**config.mk**
```make
export PLATFORM = sky130hd
export DESIGN_NAME = sram_arbiter
export DESIGN_NICKNAME = d
export VERILOG_FILES = /design/src/rtl/sram_pkg.sv /design/src/rtl/rr_arb2.sv /design/src/rtl/sram_arbiter.sv
export SDC_FILE = /design/constraint.sdc
export NUM_CORES = 1
export LEC_CHECK = 0
export CAP_MARGIN = 20
export CORE_AREA = 3 3 80 82
export DETAILED_ROUTE_END_ITERATION = 6
export DIE_AREA = 0 0 83 85
export PLACE_DENSITY = 0.83
export SLEW_MARGIN = 20
export SYNTH_ARGS = -nofsm -noshare
export SYNTH_HDL_FRONTEND = slang
export SYNTH_SLANG_ARGS = --single-unit
```
**constraint.sdc**
```tcl
create_clock -name CLK -period 5.6 [get_ports CLK]
set_clock_uncertainty 0.05 [all_clocks]
set_input_delay 1.4 -clock CLK [delete_from_list [all_inputs] [get_ports CLK]]
set_output_delay 1.4 -clock CLK [all_outputs]
set_load 0.01 [all_outputs]
```
**src/rtl/sram_pkg.sv**
```systemverilog
// Shared defaults and FSM encoding for the SRAM read arbiter.
package sram_pkg;
    localparam int ADDR_W_DEF = 18;
    localparam int DATA_W_DEF = 16;
    localparam int RD_LAT_DEF = 2;
    localparam int CNT_W      = 3;   // holds RD_LAT-1 for RD_LAT up to 7

    typedef enum logic {
        ST_IDLE = 1'b0,
        ST_WAIT = 1'b1
    } state_e;
endpackage

```
**src/rtl/rr_arb2.sv**
```systemverilog
// Two-way round-robin selector; the last-served pointer moves only when a grant is taken.
module rr_arb2 (
    input  logic       clk,
    input  logic       rst,
    input  logic       req0,
    input  logic       req1,
    input  logic       advance,
    output logic [1:0] win
);
    logic last_q;  // 1: requester 1 was served last

    always_ff @(posedge clk or posedge rst) begin
        if (rst)          last_q <= 1'b1;
        else if (advance) last_q <= win[1];
    end

    assign win[0] = req0 & (~req1 | last_q);
    assign win[1] = req1 & (~req0 | ~last_q);
endmodule

```
**src/rtl/sram_arbiter.sv**
```systemverilog
// Read-only SRAM port shared by two voice fetchers; one outstanding access at a time.
module sram_arbiter
    import sram_pkg::*;
#(
    parameter int ADDR_W = ADDR_W_DEF,
    parameter int DATA_W = DATA_W_DEF,
    parameter int RD_LAT = RD_LAT_DEF
) (
    input  logic              CLK,
    input  logic              RST,
    input  logic              req0,
    input  logic              req1,
    input  logic [ADDR_W-1:0] addr0,
    input  logic [ADDR_W-1:0] addr1,
    output logic              gnt0,
    output logic              gnt1,
    output logic              rvalid0,
    output logic              rvalid1,
    output logic [DATA_W-1:0] rdata0,
    output logic [DATA_W-1:0] rdata1,
    output logic [ADDR_W-1:0] SRAM_A,
    input  logic [DATA_W-1:0] SRAM_D,
    output logic              SRAM_WE,
    output logic              SRAM_CE,
    output logic              SRAM_OE,
    output logic              SRAM_LB,
    output logic              SRAM_UB,
    output logic              busy
);
    state_e            state_q, state_d;
    logic [CNT_W-1:0]  cnt_q, cnt_d;
    logic              sel_q, sel_d;        // winner of the access in flight
    logic              gnt0_q, gnt0_d, gnt1_q, gnt1_d;
    logic              rv0_q, rv0_d, rv1_q, rv1_d;
    logic [DATA_W-1:0] rd0_q, rd0_d, rd1_q, rd1_d;
    logic [ADDR_W-1:0] addr_q, addr_d;
    logic [1:0]        win;
    logic              advance;

    assign advance = (state_q == ST_IDLE) & (req0 | req1);

    rr_arb2 u_arb (
        .clk     (CLK),
        .rst     (RST),
        .req0    (req0),
        .req1    (req1),
        .advance (advance),
        .win     (win)
    );

    always_comb begin
        state_d = state_q;
        cnt_d   = cnt_q;
        sel_d   = sel_q;
        addr_d  = addr_q;
        rd0_d   = rd0_q;
        rd1_d   = rd1_q;
        gnt0_d  = 1'b0;
        gnt1_d  = 1'b0;
        rv0_d   = 1'b0;
        rv1_d   = 1'b0;
        case (state_q)
            ST_IDLE: begin
                if (advance) begin
                    addr_d  = win[1] ? addr1 : addr0;
                    sel_d   = win[1];
                    gnt0_d  = win[0];
                    gnt1_d  = win[1];
                    cnt_d   = CNT_W'(RD_LAT - 1);
                    state_d = ST_WAIT;
                end
            end
            ST_WAIT: begin
                if (cnt_q == '0) begin
                    if (sel_q) begin
                        rd1_d = SRAM_D;
                        rv1_d = 1'b1;
                    end else begin
                        rd0_d = SRAM_D;
                        rv0_d = 1'b1;
                    end
                    state_d = ST_IDLE;
                end else begin
                    cnt_d = cnt_q - CNT_W'(1);
                end
            end
            default: state_d = ST_IDLE;
        endcase
    end

    always_ff @(posedge CLK or posedge RST) begin
        if (RST) begin
            state_q <= ST_IDLE;
            cnt_q   <= '0;
            sel_q   <= 1'b0;
            addr_q  <= '0;
            rd0_q   <= '0;
            rd1_q   <= '0;
            gnt0_q  <= 1'b0;
            gnt1_q  <= 1'b0;
            rv0_q   <= 1'b0;
            rv1_q   <= 1'b0;
        end else begin
            state_q <= state_d;
            cnt_q   <= cnt_d;
            sel_q   <= sel_d;
            addr_q  <= addr_d;
            rd0_q   <= rd0_d;
            rd1_q   <= rd1_d;
            gnt0_q  <= gnt0_d;
            gnt1_q  <= gnt1_d;
            rv0_q   <= rv0_d;
            rv1_q   <= rv1_d;
        end
    end

    assign gnt0    = gnt0_q;
    assign gnt1    = gnt1_q;
    assign rvalid0 = rv0_q;
    assign rvalid1 = rv1_q;
    assign rdata0  = rd0_q;
    assign rdata1  = rd1_q;
    assign SRAM_A  = addr_q;
    assign busy    = (state_q != ST_IDLE);

    // Read-only, both byte lanes, chip always selected.
    assign SRAM_WE = 1'b1;
    assign SRAM_CE = 1'b0;
    assign SRAM_OE = 1'b0;
    assign SRAM_LB = 1'b0;
    assign SRAM_UB = 1'b0;
endmodule

```
==> flow_metrics.tcl, run 1 <==
set metrics [dict create \
    async_reset_ff_share_pct 100.0 \
    top_level_ports 116 \
    yosysTopAreaCell "dfrtp_1" \
    clock-root-buffer "clkbuf_8" \
    startpoint "busy" \
    worstSetupPathType "register to primary output" \
    cts_setup_buffers 0 \
    pre_cts_slack_ns 2.492 \
    slew_viol_final 0 \
    hp-start "cnt_q[0]" \
    setup_violations 0 \
    synth_area_sq_mm 0.002526 \
    use_met1_pct 21.02 \
    drt_iter0_markers 131 \
    synthTopCellsByCount "dfrtp_1 (59), a21oi_1 (37), mux2_2 (23)" \
    grt_max_degree 61 \
    arrival_ns 1.43 \
    dieArea_sq_mm 0.007055 \
    fmax_ghz 0.3467 \
    die_x_microns 83 \
    portBuffers 110 \
    cp-start-kind "register" \
    num_rows 28 \
    max_stage_delay_ns 0.61 \
    n_antenna_cell 0 \
    cts_tree "yes" \
    crit_fanout 10 \
    vias 1942 \
    grtUsageMet3_pct 7.282 \
    globalplace.congestion 0.7780 \
    dpl.hpwl_microns 4294 \
    synth.distinct_cells 29 \
    drive_gt1_share_pct 17.13 \
    h-tree-depth 3 \
    grt_pass1_wl_microns 10120 \
    area_growth_pct 52.75 \
    gr-usage-met2_pct 29.08 \
    core_sq_mm 0.005816 \
    grt_antenna_before_repair 0 \
    cts.clk_slew.worst_paths_ns 0.06 \
    ir_drop_mv 0.3340 \
    die_h_microns 85 \
    wire_per_inst_microns 14.89 \
    final_nets 380 \
    netlist_top_cells_area "dfrtp_1 (58%), mux2_2 (10%), a21oi_1 (7.3%)" \
    clock-sinks 60 \
    ys_warn_count 0 \
    drcViolationCount 0 \
    crit_buf_inv 1 \
    fillerInstances 481 \
    setup_ws_ns 2.716 \
    synthFlopType "dfrtp_1" \
    clk_latency_ns 0.33 \
    initial_core_util_pct 43.44 \
    outcome "complete, no violations" \
    ys_seq_area_share_pct 59.48 \
    grt_pass1_vias 2106 \
    syn_inst 210 \
    place_area_sq_mm 0.003661 \
    critical_path.top_delay_family "buffers and inverters" \
    finalSetupTns_ns 0 \
    cts_buffers 9 \
    final_area_sq_mm 0.003859 \
    layout_worst_path_cycle_share_pct 51.51 \
    drt_first_pass_iters 4 \
    report.final.hold_viol_count 0 \
    cts_max_path_buffers 2 \
    fin_crit_ns 2.884 \
    r2r_start "cnt_q[0]" \
    crit_chain "clkdlybuf4s50_1" \
    synth_edf_count 0 \
    grt_overflow_total 0 \
    drtAntennaViolNets 0 \
    tightest_slew_ns 0.7532 \
    wirelength_microns 5986 \
    cp-end-kind "primary output" \
    yosysMostFrequentCell "dfrtp_1" \
    p_leak_uw 0.001686 \
    postSynthAreaPerCell_sq_um 12.03 \
    grt.busiest_layer "met2" \
    maxCapViolations 0 \
    synth_seq_cells 60 \
    via_per_inst 4.831 \
    hp-class "register to register" \
    cp_slowest_cell "clkdlybuf4s50_1" \
    grt_use_total_pct 18.14 \
    cts_resized 0 \
    holdBufCountCts 0 \
    slew_headroom_pct 49.49 \
    cp_data_required_time_ns 4.15 \
    p_per_area_mw_per_mm2 560.1 \
    grt_setup_unrepaired "false" \
    synth_top_area_share_pct 58.44 \
]
[layer usage]
| layer | share of wire, % | up-vias |
|---|---|---|
| met2 | 49 | 79 |
| li1 | - | 926 |
| met3 | 9.0 | 13 |
| met1 | 40 | 924 |
| met5 | 0 | - |
| met4 | 2.1 | 0 |
[final timing paths]
check / to / slack, ns / depth (start not counted)
hold reg to reg: cnt_q[0] / 0.43 / 1
setup / recovery: busy / 2.72 / 1
max in group asynchronous: SRAM_A[10] / 3.46 / 3
min in group asynchronous: rdata0[13] / 1.54 / 3
setup reg to reg: rdata0[14] / 3.71 / 6
hold / removal: cnt_q[0] / 0.43 / 1
[area by class of cell]
| class | instances | area (sq um) | area share [%] |
|---|---|---|---|
| Multi-Input combinational cell | 132 | 918.4 | 23.80 |
| Clock inverter | 2 | 35.03 | 0.9079 |
| Tap cell | 75 | 93.84 | 2.432 |
| Timing Repair Buffer | 113 | 1124 | 29.12 |
| Sequential cell | 60 | 1503 | 38.94 |
| Clock buffer | 14 | 162.7 | 4.215 |
| Inverter | 6 | 22.52 | 0.5837 |
[layout by cell type, fill, tap and decap left out]
master           instances
nand2b_1                 1
dfrtp_1                 59
nor4b_4                  1
clkbuf_1                 3
bufinv_16                1
mux2i_1                  2
a21bo_2                  1
inv_1                    4
o21ba_2                  1
a22o_1                   1
o21ai_0                  1
mux2_4                   9
conb_1                   5
clkinv_2                 1
nor2_1                  21
buf_4                    3
a21o_1                   1
dfstp_2                  1
a21boi_2                 1
nand2_1                 21
clkbuf_8                11
mux2_2                  23
nand3_1                  1
inv_2                    2
ha_1                     2
nand4b_2                 1
o21bai_1                 1
o31ai_1                  1
a21oi_1                 37
clkdlybuf4s50_1        110
[power breakdown]
| part | switching (uW) | internal [uW] |
|---|---|---|
| Combinational | 399 | 598 |
| Sequential | 126 | 652 |
| Clock | 158 | 230 |
[cells by family after synthesis]
| logic type | share of synthesized area, % |
|---|---|
| other cells | 0.2973 |
| simple gates | 8.222 |
| fa+ha+maj | 0.9904 |
| buf+inv | 4.606 |
| flops | 59.49 |
| compound gates | 10.01 |
| mux | 16.39 |
[through the flow]
stage	utilization (%)	hold WS [ns]	total power (uW)	cells
after floorplan	-	0.3959	1273	213
after global placement	62.95	0.4121	1758	386
after detailed placement	62.95	0.4262	1796	386
after CTS	66.35	0.4346	2193	402
after global routing	66.35	0.4604	2311	402
final	66.35	0.4298	2161	402
[flip-flops by register name, summed over array words and instances, names as in the netlist]
signal and cells:
sel_q 1, SRAM_A 18, gnt0 1, rdata0 16, cnt_q 3, busy 1, rvalid0 1, u_arb.last_q 1
rdata1 16, gnt1 1, rvalid1 1
No activity file was read; power rests on OpenSTA's default activity.
==> run 2, diff against run 1 <==
--- a/config.mk
+++ b/config.mk
@@ -6,10 +6,10 @@
 export NUM_CORES = 1
 export LEC_CHECK = 0
 export CAP_MARGIN = 20
-export CORE_AREA = 3 3 80 82
+export CORE_AREA = 3 3 87 89
 export DETAILED_ROUTE_END_ITERATION = 6
-export DIE_AREA = 0 0 83 85
-export PLACE_DENSITY = 0.83
+export DIE_AREA = 0 0 90 92
+export PLACE_DENSITY = 0.74
 export SLEW_MARGIN = 20
 export SYNTH_ARGS = -nofsm -noshare
 export SYNTH_HDL_FRONTEND = slang
==> constraint.sdc (replaced) <==
create_clock -name CLK -period 2.54 [get_ports CLK]
set_clock_uncertainty 0.05 [all_clocks]
set_input_delay 0.635 -clock CLK [delete_from_list [all_inputs] [get_ports CLK]]
set_output_delay 0.635 -clock CLK [all_outputs]
set_load 0.01 [all_outputs]
==> flow_metrics.tcl, run 2 (synthesis gave the netlist of run 1 again) <==
set metrics [dict create \
    met2_wirelength_microns 2991 \
    clk_latency_ns 0.32 \
    hp-start "cnt_q[0]" \
    outcome "complete, no violations" \
    stdcell_count 427 \
    grt_use_total_pct 15.65 \
    top_level_ports 116 \
    cp_slowest_cell "clkdlybuf4s50_1" \
    placed_cells 411 \
    final_cell_mix "clkdlybuf4s50_1 (110), dfrtp_1 (59), a21oi_1 (37), mux2_2 (23)" \
    cts_buffers 9 \
    place_area_sq_mm 0.003730 \
    holdPathEnd "cnt_q[0]" \
    cts_max_path_buffers 2 \
    crit_buf_inv 1 \
    whs_path_depth 1 \
    fin_crit_ns 1.928 \
    maxCapViolations 0 \
    fmax_ghz 0.5187 \
    critical_path.top_delay_family "buffers and inverters" \
    clock-sinks 60 \
    wl_met1_microns 2739 \
    layout_commonest_cell "clkdlybuf4s50_1" \
    top_layer "met4" \
    die_x_microns 90 \
    final_nets 384 \
    drcViolationCount 0 \
    r2r_slack_ns 0.65 \
    core_sq_mm 0.006832 \
    portBuffers 110 \
    r2r_start "cnt_q[0]" \
    reg2reg_to "rdata0[14]" \
    layout_worst_path_cycle_share_pct 75.90 \
    fillerInstances 577 \
    n_antenna_cell 0 \
    grt_max_degree 27 \
    cts_setup_buffers 0 \
    initial_core_util_pct 36.98 \
    vias 1942 \
    arrival_ns 1.24 \
    p_per_area_mw_per_mm2 1241 \
    final_area_sq_mm 0.003966 \
    worstSetupPathType "register to primary output" \
    die_h_microns 92 \
    grt_overflow_total 0 \
    max_stage_delay_ns 0.56 \
    crit_fanout 2 \
    grt_setup_unrepaired "false" \
    cp-end-kind "primary output" \
    dr_wl_met3_microns 442 \
    report.final.hold_viol_count 0 \
    cp_data_required_time_ns 1.86 \
    crit_chain "clkdlybuf4s50_1" \
    setup_violations 0 \
    cp-start-kind "register" \
    cts_tree "yes" \
    slew_viol_final 0 \
    p_leak_uw 0.001724 \
    dieArea_sq_mm 0.008280 \
    via_per_inst 4.548 \
    drtAntennaViolNets 0 \
    cts.clk_slew.worst_paths_ns 0.07 \
    holdBufCountCts 0 \
    ir_drop_mv 0.5565 \
    grt_pass1_wl_microns 10300 \
    grt_antenna_before_repair 0 \
    num_rows 30 \
    finalSetupTns_ns 0 \
    dpl.hpwl_microns 4428 \
    h-tree-depth 3 \
    wire_per_inst_microns 14.55 \
    area_growth_pct 57.01 \
    drive_gt1_share_pct 18.73 \
    globalplace.congestion 0.8095 \
    drt_iter0_markers 66 \
    hp-class "register to register" \
    drt_first_pass_iters 4 \
    cts_resized 0 \
    wirelength_microns 6214 \
    clock-root-buffer "clkbuf_8" \
    largest_register_ffs 18 \
    total_power_uw 4920 \
    reg2reg_depth 6 \
    grt_pass1_vias 2058 \
]
run 2: layout make-up:
type                       instances  area (sq um)  area share, %
sequential                        60          1503          37.89
tap                               96         120.1          3.028
timing repair buffer             117          1166          29.40
clock buffer                      13         168.9          4.259
clock inverter                     3         67.56          1.703
inverter                           6         22.52         0.5678
multi-input combinational        132         918.4          23.15
run 2: worst max path at each step:
stage / depth (start not counted) / start / endpoint / slack [ns]
3_5_place_dp: 4 / req0 / sel_q / 0.49
2_1_floorplan: 1 / RST / SRAM_A[0] / 0.37
4_1_cts: 1 / SRAM_A[9] / SRAM_A[9] / 0.58
6_report: 1 / SRAM_A[16] / SRAM_A[16] / 0.61
3_3_place_gp: 4 / req0 / sel_q / 0.53
5_1_grt: 6 / cnt_q[0] / rdata0[14] / 0.51
run 2: metrics by stage:
step | utilization [%] | hold WS [ns] | worst slack (ns)
6_report | 58.06 | 0.4316 | 0.6122
3_5_place_dp | 54.60 | 0.4200 | 0.4896
2_1_floorplan | - | 0.3959 | 0.3720
5_1_grt | 58.06 | 0.4632 | 0.5125
4_1_cts | 58.06 | 0.4285 | 0.5818
3_3_place_gp | 54.60 | 0.4149 | 0.5295
run 2: routing by layer:
layer,vias to the layer above,track usage [%]
li1,934,-
met1,931,20.32
met2,72,24.52
met3,5,4.840
met4,0,6.122
met5,-,0
run 2: report_power, final:
part	switching [uW]	total, uW	internal (uW)
registers	257	1690	1440
logic	900	2240	1340
clock network	355	989	634
